**src/rtl/seq_wait_buf_if.sv**
```systemverilog
// seq_wait_buf_if
//   Bundles the enqueue, arbiter-loop, dequeue and flush signals of the
//   sequence-tagged holding buffer.
//   master : the side that offers requests, returns the arbiter's grants,
//            consumes dequeued entries and requests flushes.
//   slave  : the buffer itself.
//   Signals:
//     enq_seq_num/enq_data/enq_val -> , enq_rdy <-   request intake
//     arb_seq_num/arb_val <- , arb_gnt ->            arbiter loop
//     deq_seq_num/deq_data/deq_val <- , deq_rdy ->   issue port
//     flush ->                                        discard all entries
//     count <-                                        occupied entries
interface seq_wait_buf_if #(
  parameter int p_seq_num_bits = 5,
  parameter int p_data_bits    = 32,
  parameter int p_depth        = 4
);
  logic [p_seq_num_bits-1:0]              enq_seq_num;
  logic [p_data_bits-1:0]                 enq_data;
  logic                                   enq_val;
  logic                                   enq_rdy;
  logic [p_depth-1:0][p_seq_num_bits-1:0] arb_seq_num;
  logic [p_depth-1:0]                     arb_val;
  logic [p_depth-1:0]                     arb_gnt;
  logic [p_seq_num_bits-1:0]              deq_seq_num;
  logic [p_data_bits-1:0]                 deq_data;
  logic                                   deq_val;
  logic                                   deq_rdy;
  logic                                   flush;
  logic [$clog2(p_depth+1)-1:0]           count;

  modport master (
    output enq_seq_num, enq_data, enq_val, arb_gnt, deq_rdy, flush,
    input  enq_rdy, arb_seq_num, arb_val, deq_seq_num, deq_data, deq_val, count
  );

  modport slave (
    input  enq_seq_num, enq_data, enq_val, arb_gnt, deq_rdy, flush,
    output enq_rdy, arb_seq_num, arb_val, deq_seq_num, deq_data, deq_val, count
  );
endinterface

```
**src/rtl/seq_wait_buf.sv**
```systemverilog
// seq_wait_buf
//   Holds up to p_depth in-flight requests tagged with sequence numbers and
//   issues them in the order chosen by a downstream sequence arbiter. Every
//   entry's sequence number and occupied bit are exported to the arbiter; the
//   returned grant vector selects which entry is driven onto the dequeue port.
//   Ports:
//     clk  - clock, all state updates on the rising edge
//     rst  - asynchronous active-low reset (clears occupancy and count)
//     bus  - seq_wait_buf_if.slave (enqueue, arbiter loop, dequeue, flush,
//            count)
module seq_wait_buf #(
  parameter int p_seq_num_bits = 5,
  parameter int p_data_bits    = 32,
  parameter int p_depth        = 4
) (
  input  logic clk,
  input  logic rst,
  seq_wait_buf_if.slave bus
);

  localparam int c_idx_bits = (p_depth > 1) ? $clog2(p_depth) : 1;
  localparam int c_cnt_bits = $clog2(p_depth + 1);

  logic [p_depth-1:0]        valid_reg;
  logic [p_depth-1:0]        valid_next;
  logic [c_cnt_bits-1:0]     count_reg;
  logic [c_cnt_bits-1:0]     count_next;
  logic [p_seq_num_bits-1:0] seq_reg  [p_depth];
  logic [p_data_bits-1:0]    data_reg [p_depth];

  logic [c_idx_bits-1:0]     free_idx;
  logic [c_idx_bits-1:0]     sel_idx;
  logic [p_depth-1:0]        qual_gnt;
  logic                      deq_val;
  logic                      enq_rdy;
  logic                      enq_fire;
  logic                      deq_fire;

  // Lowest free entry, taken from pre-update state. Scanning downward lets
  // the last hit (the lowest index) win without needing a loop break.
  always_comb begin
    free_idx = '0;
    for (int i = p_depth - 1; i >= 0; i--) begin
      if (!valid_reg[i]) begin
        free_idx = c_idx_bits'(i);
      end
    end
  end

  // Grants on empty entries are stale and must be ignored. Duplicate
  // sequence numbers can raise several grant bits; the lowest index wins.
  assign qual_gnt = bus.arb_gnt & valid_reg;
  assign deq_val  = |qual_gnt;

  always_comb begin
    sel_idx = '0;
    for (int i = p_depth - 1; i >= 0; i--) begin
      if (qual_gnt[i]) begin
        sel_idx = c_idx_bits'(i);
      end
    end
  end

  // A slot freed by a dequeue this cycle is not offered until the next one,
  // so enq_rdy stays independent of deq_rdy.
  assign enq_rdy  = (count_reg < c_cnt_bits'(p_depth)) && !bus.flush;
  assign enq_fire = bus.enq_val && enq_rdy;
  // A flush swallows any concurrent dequeue even though deq_val may be high.
  assign deq_fire = deq_val && bus.deq_rdy && !bus.flush;

  // The enqueue target is always an empty entry while the dequeue target is
  // always an occupied one, so the two updates never collide.
  always_comb begin
    valid_next = valid_reg;
    count_next = count_reg;
    if (bus.flush) begin
      valid_next = '0;
      count_next = '0;
    end else begin
      if (deq_fire) begin
        valid_next[sel_idx] = 1'b0;
      end
      if (enq_fire) begin
        valid_next[free_idx] = 1'b1;
      end
      case ({enq_fire, deq_fire})
        2'b10:   count_next = count_reg + c_cnt_bits'(1);
        2'b01:   count_next = count_reg - c_cnt_bits'(1);
        default: count_next = count_reg;
      endcase
    end
  end

  always_ff @(posedge clk or negedge rst) begin
    if (!rst) begin
      valid_reg <= '0;
      count_reg <= '0;
    end else begin
      valid_reg <= valid_next;
      count_reg <= count_next;
    end
  end

  // Payload storage carries no reset; contents of empty entries are unused.
  always_ff @(posedge clk) begin
    if (enq_fire) begin
      seq_reg[free_idx]  <= bus.enq_seq_num;
      data_reg[free_idx] <= bus.enq_data;
    end
  end

  generate
    for (genvar gi = 0; gi < p_depth; gi++) begin : g_arb
      assign bus.arb_seq_num[gi] = seq_reg[gi];
      assign bus.arb_val[gi]     = valid_reg[gi];
    end
  endgenerate

  assign bus.enq_rdy     = enq_rdy;
  assign bus.deq_val     = deq_val;
  assign bus.deq_seq_num = deq_val ? seq_reg[sel_idx]  : '0;
  assign bus.deq_data    = deq_val ? data_reg[sel_idx] : '0;
  assign bus.count       = count_reg;

endmodule

```
**src/flat_wrapper.sv**
```systemverilog
// flat-port wrapper written by rule: the top's interface ports become plain ports
module seq_wait_buf_flat 
#(
  parameter int p_seq_num_bits = 5,
  parameter int p_data_bits    = 32,
  parameter int p_depth        = 4
)
  (clk, rst, bus_enq_seq_num, bus_enq_data, bus_enq_val, bus_arb_gnt, bus_deq_rdy, bus_flush, bus_enq_rdy, bus_arb_seq_num, bus_arb_val, bus_deq_seq_num, bus_deq_data, bus_deq_val, bus_count);
  seq_wait_buf_if #(.p_seq_num_bits(p_seq_num_bits), .p_data_bits(p_data_bits), .p_depth(p_depth)) bus_i ();
  input  logic clk;
  input  logic rst;
  input wire logic [$bits(bus_i.enq_seq_num)-1:0] bus_enq_seq_num;
  input wire logic [$bits(bus_i.enq_data)-1:0] bus_enq_data;
  input wire logic [$bits(bus_i.enq_val)-1:0] bus_enq_val;
  input wire logic [$bits(bus_i.arb_gnt)-1:0] bus_arb_gnt;
  input wire logic [$bits(bus_i.deq_rdy)-1:0] bus_deq_rdy;
  input wire logic [$bits(bus_i.flush)-1:0] bus_flush;
  output wire logic [$bits(bus_i.enq_rdy)-1:0] bus_enq_rdy;
  output wire logic [$bits(bus_i.arb_seq_num)-1:0] bus_arb_seq_num;
  output wire logic [$bits(bus_i.arb_val)-1:0] bus_arb_val;
  output wire logic [$bits(bus_i.deq_seq_num)-1:0] bus_deq_seq_num;
  output wire logic [$bits(bus_i.deq_data)-1:0] bus_deq_data;
  output wire logic [$bits(bus_i.deq_val)-1:0] bus_deq_val;
  output wire logic [$bits(bus_i.count)-1:0] bus_count;
  assign bus_i.enq_seq_num = bus_enq_seq_num;
  assign bus_i.enq_data = bus_enq_data;
  assign bus_i.enq_val = bus_enq_val;
  assign bus_i.arb_gnt = bus_arb_gnt;
  assign bus_i.deq_rdy = bus_deq_rdy;
  assign bus_i.flush = bus_flush;
  assign bus_enq_rdy = bus_i.enq_rdy;
  assign bus_arb_seq_num = bus_i.arb_seq_num;
  assign bus_arb_val = bus_i.arb_val;
  assign bus_deq_seq_num = bus_i.deq_seq_num;
  assign bus_deq_data = bus_i.deq_data;
  assign bus_deq_val = bus_i.deq_val;
  assign bus_count = bus_i.count;
  seq_wait_buf #(.p_seq_num_bits(p_seq_num_bits), .p_data_bits(p_data_bits), .p_depth(p_depth)) u_core (.clk(clk), .rst(rst), .bus(bus_i));
endmodule
```
**config.mk**
```make
export PLATFORM = sky130hd
export DESIGN_NAME = seq_wait_buf_flat
export DESIGN_NICKNAME = d
export VERILOG_FILES = /design/src/rtl/seq_wait_buf_if.sv /design/src/rtl/seq_wait_buf.sv /design/src/flat_wrapper.sv
export SDC_FILE = /design/constraint.sdc
export NUM_CORES = 1
export LEC_CHECK = 0
export ABC_AREA = 1
export ABC_CLOCK_PERIOD_IN_PS = 3540
export CORE_MARGIN = 1
export CORE_UTILIZATION = 45
export DETAILED_ROUTE_END_ITERATION = 10
export PLACE_DENSITY = 0.69
export SYNTH_ARGS = -nofsm -noshare
export SYNTH_HDL_FRONTEND = slang
export SYNTH_SLANG_ARGS = --single-unit
```
**constraint.sdc**
```tcl
create_clock -name clk -period 3.54 [get_ports clk]
set_input_delay 0.354 -clock clk [delete_from_list [all_inputs] [get_ports clk]]
set_output_delay 0.354 -clock clk [all_outputs]
set_load 0.005 [all_outputs]
```
Word level (Yosys, flattened, before mapping)

Memories as Yosys holds them, arrays and structs flattened.
Index checks and enable logic that the tools add are counted.

Flip-flop bits (word level): 7
Latch bits: 0
Memory bits (writable): 148
Bits in read-only memories: 0
Bits of input ports: 46
Output and inout bits: 66
Logic and storage cells: 48
Memories kept: 2

Add/sub/neg operators: 2
Multipliers: 0
Div/mod/pow operators: 0
Order comparisons: 5
Eq/ne operators: 2
Shifts and indexed selects: 0
Multiplexer cells: 22
Bitwise logic cells: 4
Reductions and logical operators: 9

Memories:

| memory          | words | width | read ports | clocked after Yosys merged registers in | wr ports | RTL line           | text |
|---|---|---|---|---|---|---|---|
| u_core.data_reg | 4     | 32    | 1          | 0                                       | 1        | seq_wait_buf.sv:29 | `logic [p_data_bits-1:0] data_reg [p_depth];` |
| u_core.seq_reg  | 4     | 5     | 5          | 0                                       | 1        | seq_wait_buf.sv:28 | `logic [p_seq_num_bits-1:0] seq_reg [p_depth];` |

Operators by type and width:

| operator              | number |
|---|---|
| $mux W32              | 1 |
| $mux W2               | 8 |
| $mux W4               | 4 |
| $and A4 B4 Y4         | 2 |
| $logic_and A1 B1 Y1   | 6 |
| $lt A2 B3 Y1 const B  | 2 |
| $pmux W3 S2           | 1 |
| $mux W5               | 1 |
| $demux W1 S2          | 2 |
| $ge A2 B1 Y1 const B  | 2 |
| $mux W1               | 4 |
| $not A4 Y4            | 1 |
| $or A4 B4 Y4          | 1 |
| $reduce_or A4 Y1      | 1 |
| $add A3 B1 Y3 const B | 1 |
| $lt A3 B3 Y1 const B  | 1 |
| $mux W3               | 1 |
| $reduce_bool A3 Y1    | 1 |
| $sub A3 B1 Y3 const B | 1 |
| $eq A2 B1 Y1 const B  | 1 |
| $eq A2 B2 Y1 const B  | 1 |
| $logic_not A1 Y1      | 1 |

Longest topological paths before layout

Gate-level depths: netlist of the first run.

Depth after elaboration: 16
Gate-level depth with buffers: 14

Worst setup path before layout of the first run

Ideal clock, no wire load.

Path type: flip-flop to flip-flop
Start point: register u_core.count_reg[2] (netlist: u_core.bus.count[2])
End point: memory u_core.data_reg[3][0] (enable)
Library setup time: 0.433 ns
Arrival time: 2.329 ns
Setup slack: 0.779 ns
Cell stages (with the launch flop): 4
Buffers on the path: 0
Cell sequence: dfrtp_1 nor2_1 nand2_1 nor2_1

Longest elaborated chain between the ends: 5

RTL lines:

| item                          | RTL line            | text |
|---|---|---|
| start, declared               | seq_wait_buf.sv:26  | `logic [c_cnt_bits-1:0] count_reg;` |
| start signal, assigned        | seq_wait_buf.sv:100 | `count_reg <= count_next;` |
| $lt A3 B3 Y1                  | seq_wait_buf.sv:66  | `assign enq_rdy = (count_reg < c_cnt_bits'(p_depth)) && !bus.flush;` |
| $logic_and A1 B1 Y1           | seq_wait_buf.sv:66  |  |
| named net bus_enq_rdy         | flat_wrapper.sv:18  | `output wire logic [$bits(bus_i.enq_rdy)-1:0] bus_enq_rdy;` |
| $logic_and A1 B1 Y1           | seq_wait_buf.sv:67  | `assign enq_fire = bus.enq_val && enq_rdy;` |
| $mux W1                       | seq_wait_buf.sv:106 | `if (enq_fire) begin` |
| $mux W1 (not written as such) | seq_wait_buf.sv:108 | `data_reg[free_idx] <= bus.enq_data;` |
| end, declared                 | seq_wait_buf.sv:29  |  |

The timed path passes the listed nets, and every way through them passes these cells.

Worst setup path after layout of the first run

Start point: register u_core.valid_reg[0] (netlist: u_core.bus.arb_val[0])
End point: output bus_deq_data[5]

Longest elaborated chain between the ends: 4
Elaborated cells between the ends (all ways): 5
Those cells by class: mux (2); bitwise (1); reduce/logical (1); memory (1)

RTL lines:

| item                   | RTL line            | text |
|---|---|---|
| start, declared        | seq_wait_buf.sv:24  | `logic [p_depth-1:0] valid_reg;` |
| start signal, assigned | seq_wait_buf.sv:99  | `valid_reg <= valid_next;` |
| $and A4 B4 Y4 *        | seq_wait_buf.sv:52  | `assign qual_gnt = bus.arb_gnt & valid_reg;` |
| $mux W2                | seq_wait_buf.sv:58  | `if (qual_gnt[i]) begin` |
| $mem_v2 Z4 W32         | -                   |  |
| $mux W32 *             | seq_wait_buf.sv:122 | `assign bus.deq_data = deq_val ? data_reg[sel_idx] : '0;` |
| end, declared          | flat_wrapper.sv:22  | `output wire logic [$bits(bus_i.deq_data)-1:0] bus_deq_data;` |

Every way passes the cells marked *; elsewhere a longest branch is shown, timed or not.

==> run_results.csv, run 1 <==
group,metric,value,unit
status,status,"complete, but fails checks",
status,violations,"design-rule violations",
global_routing,antenna_found_initial,0,
clock_network,post-cts-setup-buffers,0,
placed_design,dpl.cell_count,882,
clock_network,cts_buffer_depth,2,
final_layout,postLayoutCoreUtil,0.595,
drt,drtIter0Drc,380,
die,initial_core_util,0.464,
die,die_area,0.0156,mm²
drt,wl,15900,µm
drt,ant_nets,0,
clock_network,cts_tree,"done",
synth,synth_top_area_cell,"edfxtp_1",
timing,max_slew_margin,0.379,
timing,finalMaxSlewViolations,0,
critical_path,end_kind,"primary output",
critical_path,r2r-start,"u_core.bus.arb_val[0]",
global_routing,grt_max_degree,38,
synth,synthArstFlopShare,0.0452,
clock_network,cts_max_level,4,
critical_path,worst_ep_arrival_time,2.88,ns
clock_network,root_buffer,"clkbuf_16",
timing,fin_crit,3.24,ns
synth,syn_avg_cell_area,11.3,µm²
final_layout,area_growth,28.3,%
global_routing,grt_pass1_wl,25200,µm
clock_network,clock_latency,0.42,ns
critical_path,critPathBufInv,3,
die,fp.dieH,125,µm
clock_network,cts_sinks,155,
synth,synth_xor_area_frac,0.00129,
drt,avgRoutedWirePerCell,17.4,µm
critical_path,crit_type,"flop to primary output",
synth,syn_inst,600,
placed_design,place_congestion,0.774,
critical_path,reg2reg_depth,13,
final_layout,seq_area,0.00462,mm²
synth,ys_top_cells_by_area,"edfxtp_1 65%, nand3_1 7.0%, nand2_1 6.9%, inv_1 4.6%, a21oi_2 2.8%",
final_layout,diodes,0,
global_routing,grt_pass1_vias,4859,
drt,vias,4717,
clock_network,postCtsHoldBufs,0,
synth,synth_mux_area_frac,0,
synth,synth_compound_area_frac,0.0532,
final_layout,nFillCells,1162,
clock_network,cts_made_buffers,17,
power,power_density,484,mW/mm²
synth,syn-cell-area,0.00680,mm²
drt,vias_per_cell,5.17,
global_routing,gr-usage-all-layers,0.216,
synth,synthSimpleGateAreaFrac,0.173,
hold_path,hold_path_class,"input port to asynchronous set/reset pin",
timing,setup_viol,0,
critical_path,path_cells,"nand2_4 > nand2_4 > inv_4 > nand2_2 > buf_4 > nand3_1 > a21oi_1 > clkdlybuf4s50_1",
final_layout,drive_above_1_share,0.156,
drt,first_pass_iters,8,
synth,synth_top_family_by_area,"simple AND/OR/NAND/NOR gates",
synth,ys_types,26,
die,core_area,0.0146,mm²
flow_run,drv_cap,0,
critical_path,critPathRequiredTime,3.19,ns
synth,yosys.area.top_type_share,0.654,
drt,drcViolationCount,12,
timing,fin_skew,0.00798,ns
synth,synth_edf_count,148,
critical_path,cp_top_family,"buffers and inverters",
placed_design,dpl.hpwl,9840,µm
synth,ys_seq_area_frac,0.680,
die,fp-row-count,44,
timing,rsz0062_at_grt,"no",
final_layout,multi_input_area,0.00157,mm²
timing,finalHoldViolations,0,
timing,fin_tns_setup,0,ns
power,p_leak,3.40,nW
die,io_pins,112,
critical_path,cpMostUsedCell,"nand2_4",
synth,syn_nets,647,
global_routing,grt_overflow,0,
power,ir_worst_vdd,0.000273,V
synth,yosys_most_used_dff,"edfxtp_1",
placed_design,port_buffers,111,
critical_path,critPathSlowestCell,"dfrtp_1",
timing,max_slew.worst_pin.slew,0.931,ns
timing,period_share,0.915,
final_layout,fin_nets,764,
critical_path,timing.rr.end,"u_core.bus.count[2]",
final_layout,largest_reg_flops,128,
clock_network,clk_pin_slew,0.06,ns
synth,synth-adder-area-share,0.00295,
critical_path,worstPathMaxFanout,15,
clock_network,cts-resized-gates,0,
critical_path,worstSetupStartpointType,"flop",
die,die_w,125,µm
timing,max_freq,0.309,GHz
synth,ys_seq_elements,155,
critical_path,cpPeakStageDelay,0.60,ns
synth,yosys_warnings,0,
final_layout,instances_no_fill,913,
critical_path,r2r_setup_slack,1.29,ns
[per-layer routing]
layer  routed length, µm  vias up  track usage
li1                    -     2245            -
met3                 869       10       0.0537
met1                6810     2294        0.270
met5                   0        -            0
met4                 123        0       0.0696
met2                8060      168        0.370
[metrics by stage]
| step | instance area (µm²) | total power [mW] | hold WS, ns | setup slack [ns] |
|---|---|---|---|---|
| 2_1_floorplan | 6800 | 2.23 | 0.0584 | 0.779 |
| 3_3_place_gp | 8110 | 2.39 | 0.571 | 0.394 |
| 3_5_place_dp | 8110 | 2.40 | 0.609 | 0.370 |
| 4_1_cts | 8720 | 4.25 | 0.195 | 0.282 |
| 5_1_grt | 8720 | 4.35 | 0.213 | 0.0997 |
| 6_report | 8720 | 4.22 | 0.202 | 0.302 |
[worst register-to-register path: cells and delay by family (launching register included)]
kind / cells / cell delay (ns)
xor+xnor: 1 / 0.20
simple gates: 8 / 0.77
buf+inv: 3 / 0.26
flops: 1 / 0.53
fa+ha+maj: 1 / 0.38
[final cells by class]
cell class | count | area share
clock buffer | 19 | 0.0497
clock inverter | 12 | 0.0198
inverter | 112 | 0.0485
multi-input combinational | 304 | 0.180
sequential | 155 | 0.530
tap | 184 | 0.0264
timing repair buffer | 127 | 0.146
[worst max-delay path by stage]
stage,start,to,slack (ns),cells after the start
5_1_grt,u_core.bus.arb_val[0],bus_deq_data[5],0.1,9
3_3_place_gp,bus_arb_gnt[0],bus_deq_data[13],0.39,9
6_report,u_core.bus.arb_val[0],bus_deq_data[5],0.30,8
2_1_floorplan,u_core.bus.count[2],u_core.data_reg[3][0],0.78,3
3_5_place_dp,bus_arb_gnt[0],bus_deq_data[13],0.37,9
4_1_cts,u_core.bus.arb_val[0],bus_deq_data[13],0.28,8
[placed cells by master (no fill, tap or decap)]
cell               n
clkbuf_1           2
o21bai_1           1
nor2_4             2
inv_1             81
nand3_1           95
nand2_4            3
nor2_1             5
nand2_1          125
inv_6              1
clkbuf_16         17
nand2_2            3
o21ai_0            7
a21oi_1           18
buf_4             13
clkinv_4           3
a21oi_2           22
clkinv_2           2
clkdlybuf4s50_1  111
nand4_1            5
a31oi_1            1
buf_12             3
nand3_2           11
xnor2_1            1
bufinv_16          4
dfrtp_1            7
o211ai_1           4
inv_2             29
fa_1               1
edfxtp_1         148
clkinv_1           3
inv_4              1
[report_power, final]
part | switching [mW] | internal [mW] | total, mW | leakage, nW
logic | 0.154 | 0.132 | 0.287 | 1.66
clock network | 0.680 | 1.17 | 1.85 | 0.296
registers | 0.0202 | 2.06 | 2.08 | 1.44
[synth_stat cells (3+ instances only)]
cell type and instances:
edfxtp_1 148, nand2_4 3, inv_1 84, nand3_1 95
nand2_2 3, buf_6 7, nand4_1 5, nand2_1 125
nor2_1 6, a21oi_2 22, dfrtp_1 7, o21ai_0 7
o211ai_1 4, inv_2 26, nand3_2 11, buf_2 20
a21oi_1 18
[cells by family (layout without fill, tap and decap cells)]
kind of cell / Yosys count / after routing
AND/OR/NAND/NOR: 249 / 249
buffers and inverters: 141 / 270
adder cells (fa/ha/maj): 1 / 1
XOR/XNOR: 1 / 1
flip-flops: 155 / 155
AO/OA/AOI/OAI: 53 / 53
No activity file was read; power rests on OpenSTA's default activity.
==> inputs of run 2 (changes only) <==
--- a/config.mk
+++ b/config.mk
@@ -9,6 +9,7 @@
 export ABC_CLOCK_PERIOD_IN_PS = 3540
 export CORE_MARGIN = 1
 export CORE_UTILIZATION = 45
+export CTS_BUF_LIST = sky130_fd_sc_hd__clkbuf_16
 export DETAILED_ROUTE_END_ITERATION = 10
 export PLACE_DENSITY = 0.69
 export SYNTH_ARGS = -nofsm -noshare
==> run_results.csv, run 2 (synthesized netlist as in run 1, its figures left out) <==
group,metric,value,unit
critical_path,worstSetupStartpointType,"flop",
power,ir_worst_vdd,0.000273,V
clock_network,postCtsHoldBufs,0,
drt,drcViolationCount,12,
clock_network,cts_tree,"done",
clock_network,clk_pin_slew,0.06,ns
timing,rsz0062_at_grt,"no",
global_routing,grt_pass1_vias,4859,
die,die_area,0.0156,mm²
drt,first_pass_iters,8,
final_layout,final_cell_mix,"148 x edfxtp_1, 125 x nand2_1, 111 x clkdlybuf4s50_1, 95 x nand3_1, 83 x inv_1",
placed_design,dp_slack,0.370,ns
drt,vias,4696,
hold_path,hold_path_class,"input port to asynchronous set/reset pin",
status,violations,"design-rule violations",
global_routing,gr-usage-all-layers,0.216,
clock_network,clock_latency,0.41,ns
critical_path,critPathRequiredTime,3.19,ns
drt,avgRoutedWirePerCell,17.4,µm
power,p_leak,3.40,nW
clock_network,cts_made_buffers,17,
timing,max_freq,0.308,GHz
final_layout,fin_nets,764,
global_routing,grt_overflow,0,
final_layout,layout_commonest_cell,"edfxtp_1",
final_layout,area_growth,28.3,%
power,totalPowerFinal,4.21,mW
final_layout,drive_above_1_share,0.156,
die,fp.dieH,125,µm
timing,fin_tns_setup,0,ns
die,fp-row-count,44,
critical_path,worstPathMaxFanout,15,
global_routing,antenna_found_initial,0,
clock_network,cts_sinks,155,
clock_network,root_buffer,"clkbuf_16",
power,power_density,483,mW/mm²
timing,fin_skew,0.00838,ns
timing,period_share,0.916,
clock_network,cts_max_level,4,
drt,vias_per_cell,5.14,
global_routing,grt_max_degree,38,
timing,setup_viol,0,
timing,finalHoldViolations,0,
clock_network,cts-resized-gates,0,
global_routing,grt_pass1_wl,25200,µm
timing,fin_ws,0.296,ns
critical_path,worst_ep_arrival_time,2.89,ns
clock_network,post-cts-setup-buffers,0,
critical_path,end_kind,"primary output",
drt,drtIter0Drc,386,
status,status,"complete, but fails checks",
die,io_pins,112,
final_layout,diodes,0,
flow_run,drv_cap,0,
clock_network,cts_buffer_depth,2,
die,core_area,0.0146,mm²
placed_design,port_buffers,111,
die,initial_core_util,0.464,
timing,max_slew.worst_pin.slew,0.934,ns
timing,max_slew_margin,0.376,
placed_design,dpl.hpwl,9840,µm
placed_design,place_congestion,0.774,
die,die_w,125,µm
drt,wl,15900,µm
timing,finalMaxSlewViolations,0,
timing,fin_crit,3.24,ns
final_layout,largest_reg_flops,128,
drt,ant_nets,0,
critical_path,crit_type,"flop to primary output",
run 2: changes by cell type in the layout (fill, tap and decap cells not counted):
cell      delta
clkbuf_1     -2
inv_1        +2
run 2: worst paths after layout:
check / start / to / slack [ns] / depth (start not counted)
worst max register to register: u_core.bus.arb_val[0] / u_core.bus.count[2] / 1.28 / 13
min in group clk: bus_enq_data[11] / u_core.data_reg[0][11] / 0.57 / 1
worst min register to register: u_core.bus.count[1] / u_core.bus.count[1] / 0.62 / 2
worst min-delay path: rst / u_core.bus.arb_val[3] / 0.20 / 1
worst max-delay path: u_core.bus.arb_val[0] / bus_deq_data[5] / 0.30 / 8
max in group asynchronous: rst / u_core.bus.arb_val[1] / 3.08 / 1
run 2: power by group:
part	switching (mW)	leakage (nW)	internal (mW)
Clock	0.679	0.305	1.17
Combinational	0.154	1.66	0.132
Sequential	0.0202	1.44	2.06
run 2: stage by stage:
| stage | util | instance area (µm²) | hold WS (ns) | cells |
|---|---|---|---|---|
| floorplan | - | 6800 | 0.0584 | 600 |
| global route | 0.595 | 8720 | 0.213 | 913 |
| global placement | 0.554 | 8110 | 0.571 | 882 |
| finish | 0.595 | 8720 | 0.203 | 913 |
| detailed placement | 0.554 | 8110 | 0.609 | 882 |
| CTS | 0.595 | 8720 | 0.195 | 913 |
run 2: critical path: stages, from the launching register on:
cell and delay (ns):
dfrtp_1 0.60, nand2_4 0.22, nand2_4 0.17, inv_4 0.08, nand2_2 0.33, buf_4 0.25
nand3_1 0.09, a21oi_1 0.17, clkdlybuf4s50_1 0.55
run 2: layout make-up:
type,count,area [µm²]
clock buffer,17,425
inverter,112,423
tap,184,230
multi-input combinational,304,1570
clock inverter,14,180
timing repair buffer,127,1270
fill,1162,5930
sequential,155,4620
run 2: metal layers:
layer  global-route usage  wire [µm]  up-vias
met1                0.270       6880     2283
met2                0.370       8050      161
met4               0.0696        133        0
li1                     -          -     2242
met3               0.0537        814       10
met5                    0          0        -
==> inputs of run 3 (changes only) <==
--- a/config.mk
+++ b/config.mk
@@ -11,7 +11,8 @@
 export CORE_UTILIZATION = 45
 export CTS_BUF_LIST = sky130_fd_sc_hd__clkbuf_16
 export DETAILED_ROUTE_END_ITERATION = 10
-export PLACE_DENSITY = 0.69
+export DONT_BUFFER_PORTS = 1
+export RECOVER_POWER = 25
 export SYNTH_ARGS = -nofsm -noshare
 export SYNTH_HDL_FRONTEND = slang
 export SYNTH_SLANG_ARGS = --single-unit
==> run_results.csv, run 3 (synthesized netlist as in run 1, its figures left out) <==
group,metric,value,unit
timing,fin_crit,3.01,ns
timing,fin_tns_setup,0,ns
clock_network,post-cts-setup-buffers,0,
clock_network,cts_buffer_depth,2,
clock_network,postCtsHoldBufs,2,
global_routing,grt_pass1_wl,23500,µm
timing,finalMaxSlewViolations,0,
power,power_density,534,mW/mm²
drt,vias,4140,
die,fp-row-count,44,
final_layout,area_growth,10.1,%
critical_path,cpPeakStageDelay,0.69,ns
drt,first_pass_iters,8,
critical_path,critPathBufInv,2,
placed_design,place_area,0.00689,mm²
critical_path,cp_top_family,"buffers and inverters",
hold_path,hold_depth,0,
clock_network,root_buffer,"clkbuf_16",
global_routing,grt_max_degree,41,
placed_design,place_congestion,0.822,
global_routing,grt_pass1_vias,4204,
clock_network,cts_made_buffers,17,
drt,drtIter0Drc,277,
critical_path,worstSetupStartpointType,"flop",
power,ir_worst_vdd,0.000321,V
global_routing,antenna_found_initial,0,
clock_network,clk_pin_slew,0.06,ns
final_layout,drive_above_1_share,0.174,
final_layout,fin_nets,643,
die,fp.dieH,125,µm
critical_path,worst_ep_arrival_time,2.65,ns
hold_path,hold_path_class,"input port to flop",
clock_network,cts_sinks,155,
timing,max_slew.worst_pin.slew,0.967,ns
drt,wl,14800,µm
die,core_area,0.0146,mm²
die,die_area,0.0156,mm²
final_layout,final_cell_mix,"148 x edfxtp_1, 125 x nand2_1, 95 x nand3_1, 81 x inv_1, 29 x inv_2",
critical_path,reg2reg_depth,13,
drt,avgRoutedWirePerCell,18.7,µm
critical_path,worstPathMaxFanout,40,
hold_path,min-delay-start,"bus_enq_data[23]",
critical_path,critPathRequiredTime,3.19,ns
placed_design,dpl.hpwl,8630,µm
timing,max_slew_margin,0.354,
status,status,"complete, but fails checks",
clock_network,cts_max_level,4,
timing,max_freq,0.332,GHz
critical_path,crit_start,"u_core.bus.arb_val[0]",
timing,period_share,0.850,
final_layout,layout_commonest_cell,"edfxtp_1",
critical_path,path_cells,"nand2_4 > nand2_4 > inv_4 > nand2_4 > inv_2 > a21oi_1",
global_routing,grt_overflow,0,
clock_network,cts_tree,"done",
final_layout,finalInstanceArea,0.00748,mm²
final_layout,largest_reg_flops,128,
drt,ant_nets,0,
flow_run,drv_cap,0,
placed_design,port_buffers,0,
global_routing,gr-usage-all-layers,0.204,
critical_path,r2r_setup_slack,1.01,ns
drt,drcViolationCount,10,
timing,rsz0062_at_grt,"no",
critical_path,crit_type,"flop to primary output",
die,initial_core_util,0.464,
timing,finalHoldViolations,0,
critical_path,cpMostUsedCell,"nand2_4",
timing,fin_skew,0.00576,ns
timing,setup_viol,0,
critical_path,r2r-start,"u_core.bus.arb_val[0]",
critical_path,end_kind,"primary output",
status,violations,"design-rule violations",
power,p_leak,2.90,nW
hold_path,whs_endpoint,"u_core.data_reg[1][23]",
critical_path,timing.rr.end,"u_core.bus.count[2]",
die,die_w,125,µm
drt,vias_per_cell,5.22,
final_layout,diodes,0,
clock_network,clock_latency,0.42,ns
critical_path,critPathSlowestCell,"inv_2",
clock_network,cts-resized-gates,0,
die,io_pins,112,
==> run 3: cell count changes in the layout (fill, tap and decap cells not counted), sizes merged <==
cell	change
clkinvlp	+4
bufinv	-2
buf	-12
clkinv	-1
dlygate4sd3	+2
clkdlybuf4s50	-111
==> run 3: metrics by stage <==
stage / worst slack (ns) / power (mW) / hold WS (ns) / utilization / instances
2_1_floorplan: 0.779 / 2.23 / 0.0584 / - / 600
3_3_place_gp: 0.976 / 2.26 / 0.0586 / 0.470 / 759
3_5_place_dp: 0.941 / 2.27 / 0.0585 / 0.470 / 759
4_1_cts: 0.489 / 4.02 / 0.0108 / 0.511 / 793
5_1_grt: 0.354 / 4.13 / 0.00573 / 0.511 / 793
6_report: 0.531 / 4.00 / 0.0243 / 0.511 / 793
==> run 3: final cells by class <==
cell class / instances / area (µm²)
clock buffer: 17 / 425
clock inverter: 15 / 149
fill: 1282 / 7160
inverter: 112 / 423
multi-input combinational: 304 / 1570
sequential: 155 / 4620
tap: 184 / 230
timing repair buffer: 6 / 62.6
==> run 3: routing by layer <==
metal | part of all wire | track usage | vias to the layer above
met2 | 0.48 | 0.336 | 139
met5 | 0 | 0 | -
met3 | 0.083 | 0.0704 | 21
li1 | - | - | 2000
met4 | 0.021 | 0.0811 | 0
met1 | 0.42 | 0.245 | 1980
==> run 3: worst max-delay path by stage <==
stage	end	slack, ns	cells after the start
after floorplan	u_core.data_reg[3][0]	0.78	3
after global routing	bus_deq_data[25]	0.35	6
final	bus_deq_data[23]	0.53	6
after CTS	bus_deq_data[23]	0.49	6
after detailed placement	bus_deq_data[23]	0.94	6
after global placement	bus_deq_data[23]	0.98	6
==> run 3: report_power, final <==
part | switching, mW | internal, mW
registers | 0.0219 | 2.06
clock network | 0.729 | 1.04
logic | 0.114 | 0.0389
total | 0.865 | 3.13
